[config.mk]
export PLATFORM = sky130hd
export DESIGN_NAME = note_line_fetcher_flat
export DESIGN_NICKNAME = d
export VERILOG_FILES = /design/src/rtl/note_line_fetcher_if.sv /design/src/rtl/note_line_fetcher.sv /design/src/flat_wrapper.sv
export SDC_FILE = /design/constraint.sdc
export NUM_CORES = 1
export LEC_CHECK = 0
export CAP_MARGIN = 20
export CORE_AREA = 10 10 238 240
export CTS_CLUSTER_SIZE = 28
export DETAILED_ROUTE_END_ITERATION = 10
export DIE_AREA = 0 0 248 250
export PLACE_DENSITY = 0.69
export SYNTH_ARGS = -nofsm -noshare
export SYNTH_HDL_FRONTEND = slang
export SYNTH_SLANG_ARGS = --single-unit
[constraint.sdc]
create_clock -name clk -period 17.61 [get_ports clk]
set_clock_uncertainty 0.15 [all_clocks]
set_input_delay 1.761 -clock clk [delete_from_list [all_inputs] [get_ports clk]]
set_output_delay 1.761 -clock clk [all_outputs]
set_load 0.02 [all_outputs]
[src/rtl/note_line_fetcher_if.sv]
// Bus bundle between the note-glyph line fetcher and its code memory, glyph ROM and pixel mapper.
// master = fetcher side, slave = memories / video timing side.
interface note_line_fetcher_if #(
  parameter int COL_W = 5
);
  logic             line_start;
  logic [2:0]       line_y;
  logic [COL_W-1:0] code_addr;
  logic [7:0]       code_data;
  logic [7:0]       rom_addr;
  logic [7:0]       rom_data;
  logic [COL_W+2:0] pix_x;
  logic             pix_out;
  logic             busy;
  logic             done;
  logic             overrun;

  modport master (
    input  line_start, line_y, code_data, rom_data, pix_x,
    output code_addr, rom_addr, pix_out, busy, done, overrun
  );

  modport slave (
    output line_start, line_y, code_data, rom_data, pix_x,
    input  code_addr, rom_addr, pix_out, busy, done, overrun
  );
endinterface

[src/rtl/note_line_fetcher.sv]
// Per-scanline note-glyph fetcher: code memory -> glyph ROM -> double-buffered line buffer -> pixels.
// Optional NOTE_HILITE_EN: code bit7 marks a highlighted note, written as inverse video.
//
// state | meaning
// IDLE  | waiting for line_start, addresses hold
// RUN   | cycle k issues code_addr=k, writes column k-1 into back buffer
// DONE  | one-cycle done pulse, back buffer complete
module note_line_fetcher #(
  parameter int NUM_COLS = 32,
  parameter int COL_W    = 5
) (
  input logic               clk,
  input logic               rst,
  note_line_fetcher_if.master bus
);

  typedef enum logic [1:0] {IDLE, RUN, DONE} state_t;

  localparam logic [COL_W:0]   K_LAST  = (COL_W+1)'(NUM_COLS);
  localparam logic [COL_W:0]   K_ONE   = (COL_W+1)'(1);
  localparam logic [COL_W-1:0] COL_ONE = COL_W'(1);

  state_t           state;
  logic [COL_W:0]   k;
  logic [2:0]       y;
  logic             front_sel;
  logic [7:0]       buf0 [NUM_COLS];
  logic [7:0]       buf1 [NUM_COLS];
  logic [COL_W-1:0] code_addr_q;
  logic [7:0]       rom_addr_q;
  logic             pix_out_q;
  logic             busy_q;
  logic             done_q;
  logic             overrun_q;

  logic             blank;
  logic [4:0]       eff_code;
  logic [7:0]       rom_addr_c;
  logic [7:0]       row_wr;
  logic             wr_en;
  logic [COL_W-1:0] wr_col;
  logic [COL_W-1:0] pcol;
  logic [2:0]       pbit;
  logic [7:0]       front_row;

`ifdef NOTE_HILITE_EN
  assign blank  = |bus.code_data[6:5];
  assign row_wr = bus.code_data[7] ? ~bus.rom_data : bus.rom_data;
`else
  assign blank  = |bus.code_data[7:5];
  assign row_wr = bus.rom_data;
`endif

  assign eff_code   = blank ? 5'd0 : bus.code_data[4:0];
  assign rom_addr_c = {eff_code, y};
  assign wr_en      = (state == RUN) && (k != '0);
  assign wr_col     = k[COL_W-1:0] - COL_ONE;

  // front_sel=1 shows buf1 and fills buf0; the two never alias
  assign pcol      = bus.pix_x[COL_W+2:3];
  assign pbit      = 3'd7 - bus.pix_x[2:0];
  assign front_row = front_sel ? buf1[pcol] : buf0[pcol];

  assign bus.code_addr = code_addr_q;
  assign bus.rom_addr  = wr_en ? rom_addr_c : rom_addr_q;
  assign bus.pix_out   = pix_out_q;
  assign bus.busy      = busy_q;
  assign bus.done      = done_q;
  assign bus.overrun   = overrun_q;

  always_ff @(posedge clk or posedge rst) begin
    if (rst) begin
      state       <= IDLE;
      k           <= '0;
      y           <= '0;
      front_sel   <= 1'b0;
      code_addr_q <= '0;
      rom_addr_q  <= '0;
      pix_out_q   <= 1'b0;
      busy_q      <= 1'b0;
      done_q      <= 1'b0;
      overrun_q   <= 1'b0;
      for (int i = 0; i < NUM_COLS; i++) begin
        buf0[i] <= '0;
        buf1[i] <= '0;
      end
    end else begin
      pix_out_q <= front_row[pbit];
      done_q    <= 1'b0;
      if (bus.line_start) begin
        // a restart while busy drops the in-flight column write and exposes the partial line
        if (state != IDLE) overrun_q <= 1'b1;
        y           <= bus.line_y;
        front_sel   <= ~front_sel;
        k           <= '0;
        code_addr_q <= '0;
        busy_q      <= 1'b1;
        state       <= RUN;
      end else begin
        case (state)
          RUN: begin
            if (wr_en) begin
              rom_addr_q <= rom_addr_c;
              if (front_sel) buf0[wr_col] <= row_wr;
              else           buf1[wr_col] <= row_wr;
            end
            if (code_addr_q != {COL_W{1'b1}}) code_addr_q <= code_addr_q + COL_ONE;
            if (k == K_LAST) begin
              state  <= DONE;
              busy_q <= 1'b0;
              done_q <= 1'b1;
            end else begin
              k <= k + K_ONE;
            end
          end
          DONE:    state <= IDLE;
          default: state <= IDLE;
        endcase
      end
    end
  end

endmodule

[src/flat_wrapper.sv]
// flat-port wrapper written by rule: the top's interface ports become plain ports
module note_line_fetcher_flat 
#(
  parameter int NUM_COLS = 32,
  parameter int COL_W    = 5
)
  (clk, rst, bus_line_start, bus_line_y, bus_code_data, bus_rom_data, bus_pix_x, bus_code_addr, bus_rom_addr, bus_pix_out, bus_busy, bus_done, bus_overrun);
  note_line_fetcher_if #(.COL_W(COL_W)) bus_i ();
  input logic clk;
  input logic rst;
  input wire logic [$bits(bus_i.line_start)-1:0] bus_line_start;
  input wire logic [$bits(bus_i.line_y)-1:0] bus_line_y;
  input wire logic [$bits(bus_i.code_data)-1:0] bus_code_data;
  input wire logic [$bits(bus_i.rom_data)-1:0] bus_rom_data;
  input wire logic [$bits(bus_i.pix_x)-1:0] bus_pix_x;
  output wire logic [$bits(bus_i.code_addr)-1:0] bus_code_addr;
  output wire logic [$bits(bus_i.rom_addr)-1:0] bus_rom_addr;
  output wire logic [$bits(bus_i.pix_out)-1:0] bus_pix_out;
  output wire logic [$bits(bus_i.busy)-1:0] bus_busy;
  output wire logic [$bits(bus_i.done)-1:0] bus_done;
  output wire logic [$bits(bus_i.overrun)-1:0] bus_overrun;
  assign bus_i.line_start = bus_line_start;
  assign bus_i.line_y = bus_line_y;
  assign bus_i.code_data = bus_code_data;
  assign bus_i.rom_data = bus_rom_data;
  assign bus_i.pix_x = bus_pix_x;
  assign bus_code_addr = bus_i.code_addr;
  assign bus_rom_addr = bus_i.rom_addr;
  assign bus_pix_out = bus_i.pix_out;
  assign bus_busy = bus_i.busy;
  assign bus_done = bus_i.done;
  assign bus_overrun = bus_i.overrun;
  note_line_fetcher #(.NUM_COLS(NUM_COLS), .COL_W(COL_W)) u_core (.clk(clk), .rst(rst), .bus(bus_i));
endmodule
==> results of run 1 <==
-- state kept, by name, indices dropped and copies added, names as in the netlist --
signal                cells
u_core.buf0             256
u_core.buf1             256
u_core.bus.busy           1
u_core.bus.code_addr      5
u_core.bus.done           1
u_core.bus.overrun        1
u_core.bus.pix_out        1
u_core.front_sel          1
u_core.k                  6
u_core.rom_addr_q         8
u_core.state              2
u_core.y                  3
-- path summary, 6_finish.rpt --
kind | end | slack [ps] | cells past startpoint
max | bus_rom_addr[1] | 11990 | 8
max reg2reg | u_core.buf0[225] | 13070 | 9
max in group asynchronous | u_core.buf0[231] | 13640 | 5
min reg2reg | u_core.bus.overrun | 340 | 1
min in group asynchronous | u_core.buf0[26] | 1580 | 2
min | u_core.bus.overrun | 340 | 1
-- logic make-up (layout without fill, tap and decap cells) --
group	Yosys count	in the layout	share of synthesized area, %
muxes	704	704	33.8
DFF	541	541	52.9
and+or+nand+nor	211	211	5.63
AOI/OAI and AO/OA	153	153	4.42
buffers and inverters	137	183	2.60
xor gates and xnor gates	9	9	0.308
adders and majority gates	8	8	0.391
other	0	1	0
-- metal layers --
layer  GRT usage [%]  share of wire, %  up-vias
li1                -                 -     6577
met1            28.1                44     8049
met2            32.2                48      379
met3            3.82               5.3      102
met4            5.26               2.3        2
met5               0             0.021        -
-- stage by stage --
| stage | hold WS [ps] | total power [mW] | cell area [um^2] | std cells |
|---|---|---|---|---|
| 5_1_grt | 353 | 3.38 | 28300 | 2498 |
| 2_1_floorplan | 303 | 1.95 | 25600 | 1763 |
| 3_3_place_gp | 316 | 2.08 | 26500 | 2392 |
| 3_5_place_dp | 324 | 2.11 | 26500 | 2394 |
| 4_1_cts | 337 | 3.27 | 28300 | 2494 |
| 6_report | 337 | 3.24 | 28300 | 2498 |
-- critical path, stage by stage, from the launching register on --
cell and delay (ps):
dfrtp_1 500, inv_1 170, ha_1 560, nor4b_4 380, nor2b_1 290, or2_1 390, nand2_1 110, nand2_1 90
clkdlybuf4s50_1 620
-- power by group through the flow --
stage / clock network (mW) / logic [mW] / registers [mW]
detailed placement: 0 / 0.531 / 1.57
finish: 1.16 / 0.530 / 1.55
global placement: 0 / 0.514 / 1.56
global route: 1.23 / 0.572 / 1.58
CTS: 1.18 / 0.533 / 1.55
floorplan: 0 / 0.405 / 1.54
-- Yosys cell counts (2+ instances only) --
cell type  instances  area (um^2)
a2111oi_0          4         35.0
a211oi_1           6         45.0
a21oi_1           29          145
a22oi_1            9         67.6
a311o_1            2         20.0
a32oi_4            3         82.6
and3_1             5         31.3
buf_1             14         52.6
buf_12             2         40.0
buf_2             24          120
buf_4              6         45.0
buf_6              9          101
clkbuf_1          73          274
dfrtp_1          541        13500
ha_1               8          100
inv_1              9         33.8
mux2_1             6         67.6
mux2_2           521         5870
mux2i_1          101         1010
mux4_2            76         1710
nand2_1           37          139
nand2_2            3         18.8
nand2_8            2         40.0
nand2b_1           7         43.8
nand3_1           17         85.1
nand3_2           12          120
nand4_1            8         50.1
nor2_1            35          131
nor2_2            24          150
nor2_4            13          146
nor2_8            12          240
nor2b_1            6         37.5
nor3_1            14         70.1
nor4_1             5         31.3
o21ai_0           20          100
o221ai_1          42          368
o22ai_1           29          181
o31ai_1            3         22.5
or2_2              3         18.8
xnor2_1            5         43.8
xor2_1             4         35.0
-- cell usage in the layout (no fill, tap or decap), drive strengths merged, types with 36 or more instances in the layout --
cell type	n
nand2	42
o221ai	42
nor2	84
clkbuf	92
mux4	76
mux2	527
buf	38
dfrtp	541
mux2i	101
clkdlybuf4s50	36
-- final cells by class --
class | instances | area [um^2]
Antenna cell | 1 | 2.50
Clock buffer | 92 | 1710
Clock inverter | 8 | 72.6
Fill cell | 4205 | 23700
Inverter | 9 | 41.3
Multi-Input combinational cell | 1085 | 11400
Sequential cell | 541 | 13500
Tap cell | 688 | 861
Timing Repair Buffer | 74 | 699
==> metrics.txt, run 1 <==
vias per cell between 6 and 7; max-slew violations 0; Final period util between 30% and 40%; Die ar. about 62000 um^2; grt total ovfl 0; Synth async-reset ratio 100%; setup TNS 0 ps; worst reg2reg path startpoint u_core.k[0]; drt total wl 62300 um; pre-CTS setup slack ~12000 ps; Synth Warn # 0; CTS tree done; Arr. time, crit path 3710 ps; CTS Buffer Depth 3; # IOs 47; clock latency on the worst-skew pair roughly 600 ps; logic gate share of total power roughly 16%; H-tree level count 2; Clk network pwr share 35.7%; Synth Flop Type dfrtp_1; CP startpoint u_core.k[0]; final net count 1806; WL per Instance between 20 and 25 um; Worst setup EP type primary output; number of remaining DRC errors 0; largest net degree at the start of global routing ~180; sequential fraction of the synthesis area 52.9%; all-layer global routing usage 20.3%; PostCTS Resize Cnt 0; initial drt markers approximately 1100; Rel. slew slack about a quarter; Final setup viols 0; Static Leak between 10 and 15 nW; worst setup margin approximately 12000 ps; CTS root buffer clkbuf_16; first-pass GRT wire length 97900 um; Layout Utilization 54.5%; port bufs 46; type of origin of the critical path flop; Final Hold Violating Endpoints 0; Final HPWL DP around 38000 um; Slew @ Worst Pin 1140 ps; CTS clk-pin slew, worst paths 60 ps; Sink Count 541; Synth Net Count 1801; max-cap violations 0; sequential share of power 48.0%; switching fraction of total power about a quarter; Die H 250 um; Int Power 2.39 mW; run status finished, final reports clean; drt first pass iters 5; Final GP Congestion between 0.8 and 0.9; Layout area overhead 10.6%; initial core utilization around half; post-synth cell types 55; antenna violations before repair 2; floorplan row count 84; FF+latch count, synth 541; vias in the first global route between 15000 and 20000; power per cell area 114 nW/um^2; worst endpoint required time 15700 ps; DR vias about 15000; min-delay src u_core.bus.overrun; RSZ-0062 raised after global routing false; Post-Syn Area 25600 um^2; remaining antenna violation count 0; post-CTS setup buffer count 0; EDFF count, synth 0; Crit Path Category reg2out; core area 52000 um^2; Hold Crit Class reg2reg; FMAX between 0.15 and 0.2 GHz; worst-path maximum fanout 9; CTS Buf Count 57; Worst VDD drop 0.0724 mV; Net Switching 0.847 mW; Post-Syn Area per Cell between 10 and 15 um^2; CTS Hold Bufs 0; share of post-route cells with drive strength above 1 43.7%; Tmin final 5620 ps; Post-Syn Instances 1763; width of the chip approximately 250 um
No activity file was read; power rests on OpenSTA's default activity.
==> run 2, diff against run 1 <==
- clock period: 17.61 -> 4.5 ns (I/O delays scaled with it)
==> run 2 against run 1 <==
Worst hold slack worse by 57 ps. Combinational power grew to 4.0 times the previous value. Register-to-register slack worse by 12000 ps. Sequential share of layout area is 0.48 points lower.
==> metrics.txt, run 2 (same netlist as run 1, synthesis figures left out) <==
run status finished, final reports clean; setup TNS 0 ps (unchanged); CTS root buffer clkbuf_16; Tmin final 4230 ps; core area 52000 um^2 (unchanged); Top Registers u_core.buf0: 256 flops, u_core.buf1: 256 flops, u_core.rom_addr_q: 8 flops; remaining antenna violation count 0 (unchanged); worst endpoint required time 3900 ps (-11800 ps); RSZ-0062 raised after global routing false; Hold Crit Class in2async; Final period util 94.0%; grt total ovfl 0 (unchanged); largest net degree at the start of global routing 102 (-45%); worst setup margin 268 ps (-11720 ps); drt total wl 62200 um (-0.20%); commonest non-fill, non-tap cells in the layout dfrtp_1 (541), mux2_2 (521), mux2i_1 (101), mux4_2 (76), clkbuf_16 (57); floorplan row count 84 (unchanged); worst-path maximum fanout 9 (unchanged); drt first pass iters 6 (+1); PostCTS Resize Cnt 0 (unchanged); Final HPWL DP 40700 um (+6.3%); CTS clk-pin slew, worst paths 60 ps (about the same); dpl cells 2419 (+1.0%); Arr. time, crit path 3630 ps (-80 ps); initial drt markers 1279 (+12%); R2R setup slack 720 ps (-12350 ps); initial core utilization 49.2% (unchanged); max-slew violations 0 (unchanged); Die H 250 um (unchanged); met3 usage 3.19% (-0.63 points); Final Hold Violating Endpoints 0 (unchanged); vias in the first global route 15800 (-0.40%); Final setup viols 0 (unchanged); pre-CTS setup slack 679 ps (-11240 ps); Worst VDD drop 0.350 mV (+380%); Worst setup EP type primary output; share of post-route cells with drive strength above 1 44.9% (+1.2 points); Rel. slew slack 34.4% (+10 points); Layout area overhead 11.8%; Slew @ Worst Pin 981 ps (-157 ps); all-layer global routing usage 20.3% (about the same); first-pass GRT wire length 97800 um (about the same); commonest non-fill, non-tap cell in the layout dfrtp_1; CTS Buffer Depth 3 (unchanged); type of origin of the critical path flop; Die ar. 62000 um^2 (unchanged); Post-Layout Cell Count 2520 (+0.88%); met2 usage 32.1% (about the same); DR vias 15200 (+0.88%); power per cell area 449 nW/um^2 (+290%); final-layout fill cell count 4257 (+1.2%); port bufs 46 (unchanged); antenna violations before repair 1 (-1); Static Leak 13.5 nW (+1.2%); Layout Utilization 55.0% (+0.56 points); CTS Hold Bufs 0 (unchanged); Sink Count 541 (unchanged); GR peak layer met2; width of the chip 248 um (unchanged); clock latency on the worst-skew pair 610 ps (about the same); max-cap violations 0 (unchanged); post-CTS setup buffer count 0 (unchanged); FMAX ~0.24 GHz; H-tree level count 2 (unchanged); met1 usage 28.1% (+0.032 points); number of remaining DRC errors 0 (unchanged); vias per cell 6.05 (about the same); CTS Buf Count 56 (-1.8%); Final GP Congestion 0.852 (+3.8%); final net count 1827 (+1.2%); CTS tree done; # IOs 47 (unchanged); WL per Instance 24.7 um (-1.1%); Crit Path Category reg2out
run 2: changes by cell type in the layout (fill, tap and decap cells not counted), sizes merged:
cell and change:
clkbuf -6, buf +22, inv -2, clkinvlp +3
bufinv +2, clkinv +3
run 2: worst max-delay path, stage by stage (launching register included):
cell and delay (ps):
dfrtp_1 480, inv_1 150, ha_1 530, nor4b_4 380, nor2b_1 290, or2_1 380
nand2_1 100, nand2_1 100, clkdlybuf4s50_1 610
run 2: per-layer routing:
layer,routed length [um],vias up,part of all wire (%)
li1,-,6609,-
met1,27700,8137,45
met2,29700,369,48
met3,2940,127,4.7
met4,1820,0,2.9
met5,0,-,0
run 2: stage by stage:
step,area (um^2),hold WS [ps],power [mW]
global route,28600,303,13.4
finish,28600,279,12.8
detailed placement,26800,313,8.30
global placement,26800,302,8.19
CTS,28600,281,12.9
floorplan,25600,303,7.63
run 2: path summary, 6_finish.rpt:
path / from / end / cells after the start
min in group clk: bus_line_y[2] / u_core.y[2] / 2
hold / removal: rst / u_core.buf1[242] / 2
max in group asynchronous: rst / u_core.buf1[189] / 4
setup / recovery: u_core.k[0] / bus_rom_addr[2] / 8
setup reg to reg: u_core.k[0] / u_core.buf0[230] / 9
hold reg to reg: u_core.buf0[247] / u_core.buf0[247] / 1
run 2: power breakdown:
group / switching [mW] / internal (mW) / total [mW]
sequential: 0.434 / 5.67 / 6.10
clock: 1.90 / 2.73 / 4.63
combinational: 1.03 / 1.08 / 2.11
run 2: layout make-up:
| class | instances | area [um^2] | share of cell area, % |
|---|---|---|---|
| clock buffers | 86 | 1690 | 5.89 |
| flip-flops and latches | 541 | 13500 | 47.3 |
| clock inverters | 14 | 154 | 0.538 |
| multi-input cells | 1085 | 11400 | 39.9 |
| inverters | 9 | 37.5 | 0.131 |
| well taps | 688 | 861 | 3.01 |
| diodes | 1 | 2.50 | 0.00874 |
| repair buffers | 96 | 936 | 3.27 |
==> run 3, diff against run 2 <==
- PLACE_DENSITY: 0.69 -> 0.67
- clock period: 4.5 -> 5.1 ns (I/O delays scaled with it)
==> run 3 against run 2 <==
Clock-buffer cell count shrank 7. Worst hold slack worse by 57 ps. Global-route usage is 0.15 points lower. Core utilization down 0.065 points. Largest cell class unchanged. Critical endpoint is now bus_rom_addr[0]. Critical path depth stayed put. Register-to-register slack gained 670 ps. Cell count is 0.60% lower. Critical path type unchanged. Sequential power is 11% lower. Flip-flop and latch count is the same. First-iteration DRC count is 20% lower. Wire length decreased by 0.28%. Worst setup slack improved by 750 ps.
==> metrics.txt, run 3 (same netlist as run 1, synthesis figures left out) <==
Slew @ Worst Pin 1080 ps (+98.8 ps); sequential share of power 46.5% (-1.0 points); R2R setup slack 1390 ps (+670 ps); Layout Utilization 55.0% (-0.065 points); vias in the first global route 15900 (+0.31%); Static Leak 13.5 nW (about the same); final net count 1808 (-1.0%); worst setup margin 1010 ps (+746 ps); antenna violations before repair 0 (-1); Crit Path Category reg2out; worst-path maximum fanout 9 (unchanged); Worst path max stage delay 610 ps (about the same); power per cell area 406 nW/um^2 (-9.5%); logic gate share of total power 15.5% (-0.9 points); PostCTS Resize Cnt 0 (unchanged); Buffers & Inverters on Critical Path 2 (unchanged); Worst VDD drop 0.347 mV (-0.96%); Rel. slew slack 28.0% (-6.4 points); commonest non-fill, non-tap cell in the layout dfrtp_1; Crit-path slowest cell clkdlybuf4s50_1; Layout area overhead 11.6%; number of remaining DRC errors 0 (unchanged); WL per Instance 24.7 um (+0.32%); Final HPWL DP 39000 um (-4.3%); H-tree level count 2 (unchanged); DR vias 15300 (+0.35%); CTS tree done; commonest non-fill, non-tap cells in the layout dfrtp_1 (541), mux2_2 (521), mux2i_1 (101), mux4_2 (76), clkbuf_16 (58); CTS root buffer clkbuf_16; Hold Crit Class in2async; CTS Buf Count 57 (+1.8%); remaining antenna violation count 0 (unchanged); Die H 250 um (unchanged); pre-CTS setup slack 1130 ps (+450 ps); Worst path most repeated cell nand2_1; initial core utilization 49.2% (unchanged); Final period util between 80% and 90%; switching fraction of total power 25.7% (-0.43 points); grt total ovfl 0 (unchanged); drt first pass iters 5 (-1); Clk network pwr share 38.0% (+2.0 points); Int Power 8.62 mW (-9.1%); clock latency on the worst-skew pair 610 ps (about the same); FMAX 0.245 GHz; family with the most delay on the worst path simple AND/OR/NAND/NOR gates; initial drt markers 1021 (-20%); width of the chip 248 um (unchanged); Sink Count 541 (unchanged); max-slew violations 0 (unchanged); CTS Hold Bufs 0 (unchanged); largest net degree at the start of global routing 140 (+37%); number of stages on the worst setup path 8 (unchanged); max-cap violations 0 (unchanged); # IOs 47 (unchanged); share of post-route cells with drive strength above 1 44.9% (about the same); core area 52000 um^2 (unchanged); CP startpoint u_core.k[0]; Reg2Reg Depth 9 (unchanged); vias per cell 6.11 (+0.95%); worst endpoint required time 4440 ps (+540 ps); Critical Path End bus_rom_addr[0]; CTS clk-pin slew, worst paths 60 ps (about the same); Worst setup EP type primary output; Final Hold Violating Endpoints 0 (unchanged); Final GP Congestion 0.824 (-3.3%); first-pass GRT wire length 97200 um (-0.60%); worst hold slack 223 ps (-56.6 ps); antenna diode count 0 (-1); Final setup viols 0 (unchanged); final-layout fill cell count 4184 (-1.7%); Arr. time, crit path 3430 ps (-200 ps); Net Switching 2.98 mW (-11%); floorplan row count 84 (unchanged); all-layer global routing usage 20.1% (-0.15 points); run status finished, final reports clean; Tmin final 4090 ps; post-CTS setup buffer count 0 (unchanged); worst reg2reg path startpoint u_core.k[0]; type of origin of the critical path flop; FF-to-FF End u_core.buf0[201]; crit path cell chain inv_1 -> ha_1 -> nor4b_4 -> nor2b_1 -> or2_1 -> nand2_1 -> nand2_1 -> clkdlybuf4s50_1; CTS Buffer Depth 3 (unchanged); Die ar. 62000 um^2 (unchanged); DP Area 26600 um^2 (-0.79%); design area 28600 um^2 (-0.12%); port bufs 46 (unchanged); drt total wl 62000 um (-0.28%); RSZ-0062 raised after global routing false; Top Registers u_core.buf0: 256 flops, u_core.buf1: 256 flops, u_core.rom_addr_q: 8 flops
## run 3: changes by cell type in the layout (fill, tap and decap cells not counted), sizes merged
cell / delta
buf: -20
bufinv: +5
clkbuf: -7
clkinv: +10
clkinvlp: -2
diode: -1
## run 3: worst min-delay path by stage
stage / startpoint / to / slack (ps)
final: rst / u_core.buf0[102] / 220
after global routing: rst / u_core.buf0[102] / 260
after CTS: rst / u_core.buf0[102] / 220
after detailed placement: u_core.bus.overrun / u_core.bus.overrun / 320
after global placement: u_core.buf0[255] / u_core.buf0[255] / 310
after floorplan: u_core.buf0[247] / u_core.buf0[247] / 300
## run 3: area by class of cell
cell class | instances | area, um^2 | area share [%]
clock buffers | 79 | 1670 | 5.84
clock inverters | 27 | 350 | 1.23
inverters | 9 | 37.5 | 0.131
multi-input cells | 1085 | 11400 | 39.9
flip-flops and latches | 541 | 13500 | 47.3
well taps | 688 | 861 | 3.01
repair buffers | 76 | 723 | 2.53
## run 3: worst register-to-register path: stages, from the launching register on
cell and delay [ps]:
dfrtp_1 510, inv_1 130, ha_1 360, nor4b_4 200, nor2b_1 180, or2_1 360
nor3b_4 490, nand2_2 400, nor2_4 400, mux2_2 380
## run 3: routing by layer
layer,global-route usage [%],up-vias,wire (um)
met3,3.05,110,2860
met4,6.83,0,1880
met1,28.4,8224,27800
met2,31.2,384,29500
met5,0,-,0
li1,-,6577,-
## run 3: metrics by stage
step | cells | setup TNS (ps) | power [mW]
floorplan | 1763 | -1578620 | 6.73
global placement | 2399 | 0 | 7.16
detailed placement | 2399 | 0 | 7.26
CTS | 2505 | 0 | 11.7
global route | 2505 | 0 | 12.1
finish | 2505 | 0 | 11.6
## run 3: power by group through the flow
stage | clock network [mW] | registers (mW) | logic (mW)
3_5_place_dp | 0 | 5.46 | 1.80
4_1_cts | 4.51 | 5.38 | 1.81
3_3_place_gp | 0 | 5.41 | 1.75
6_report | 4.41 | 5.40 | 1.80
5_1_grt | 4.67 | 5.48 | 1.94
2_1_floorplan | 0 | 5.33 | 1.40
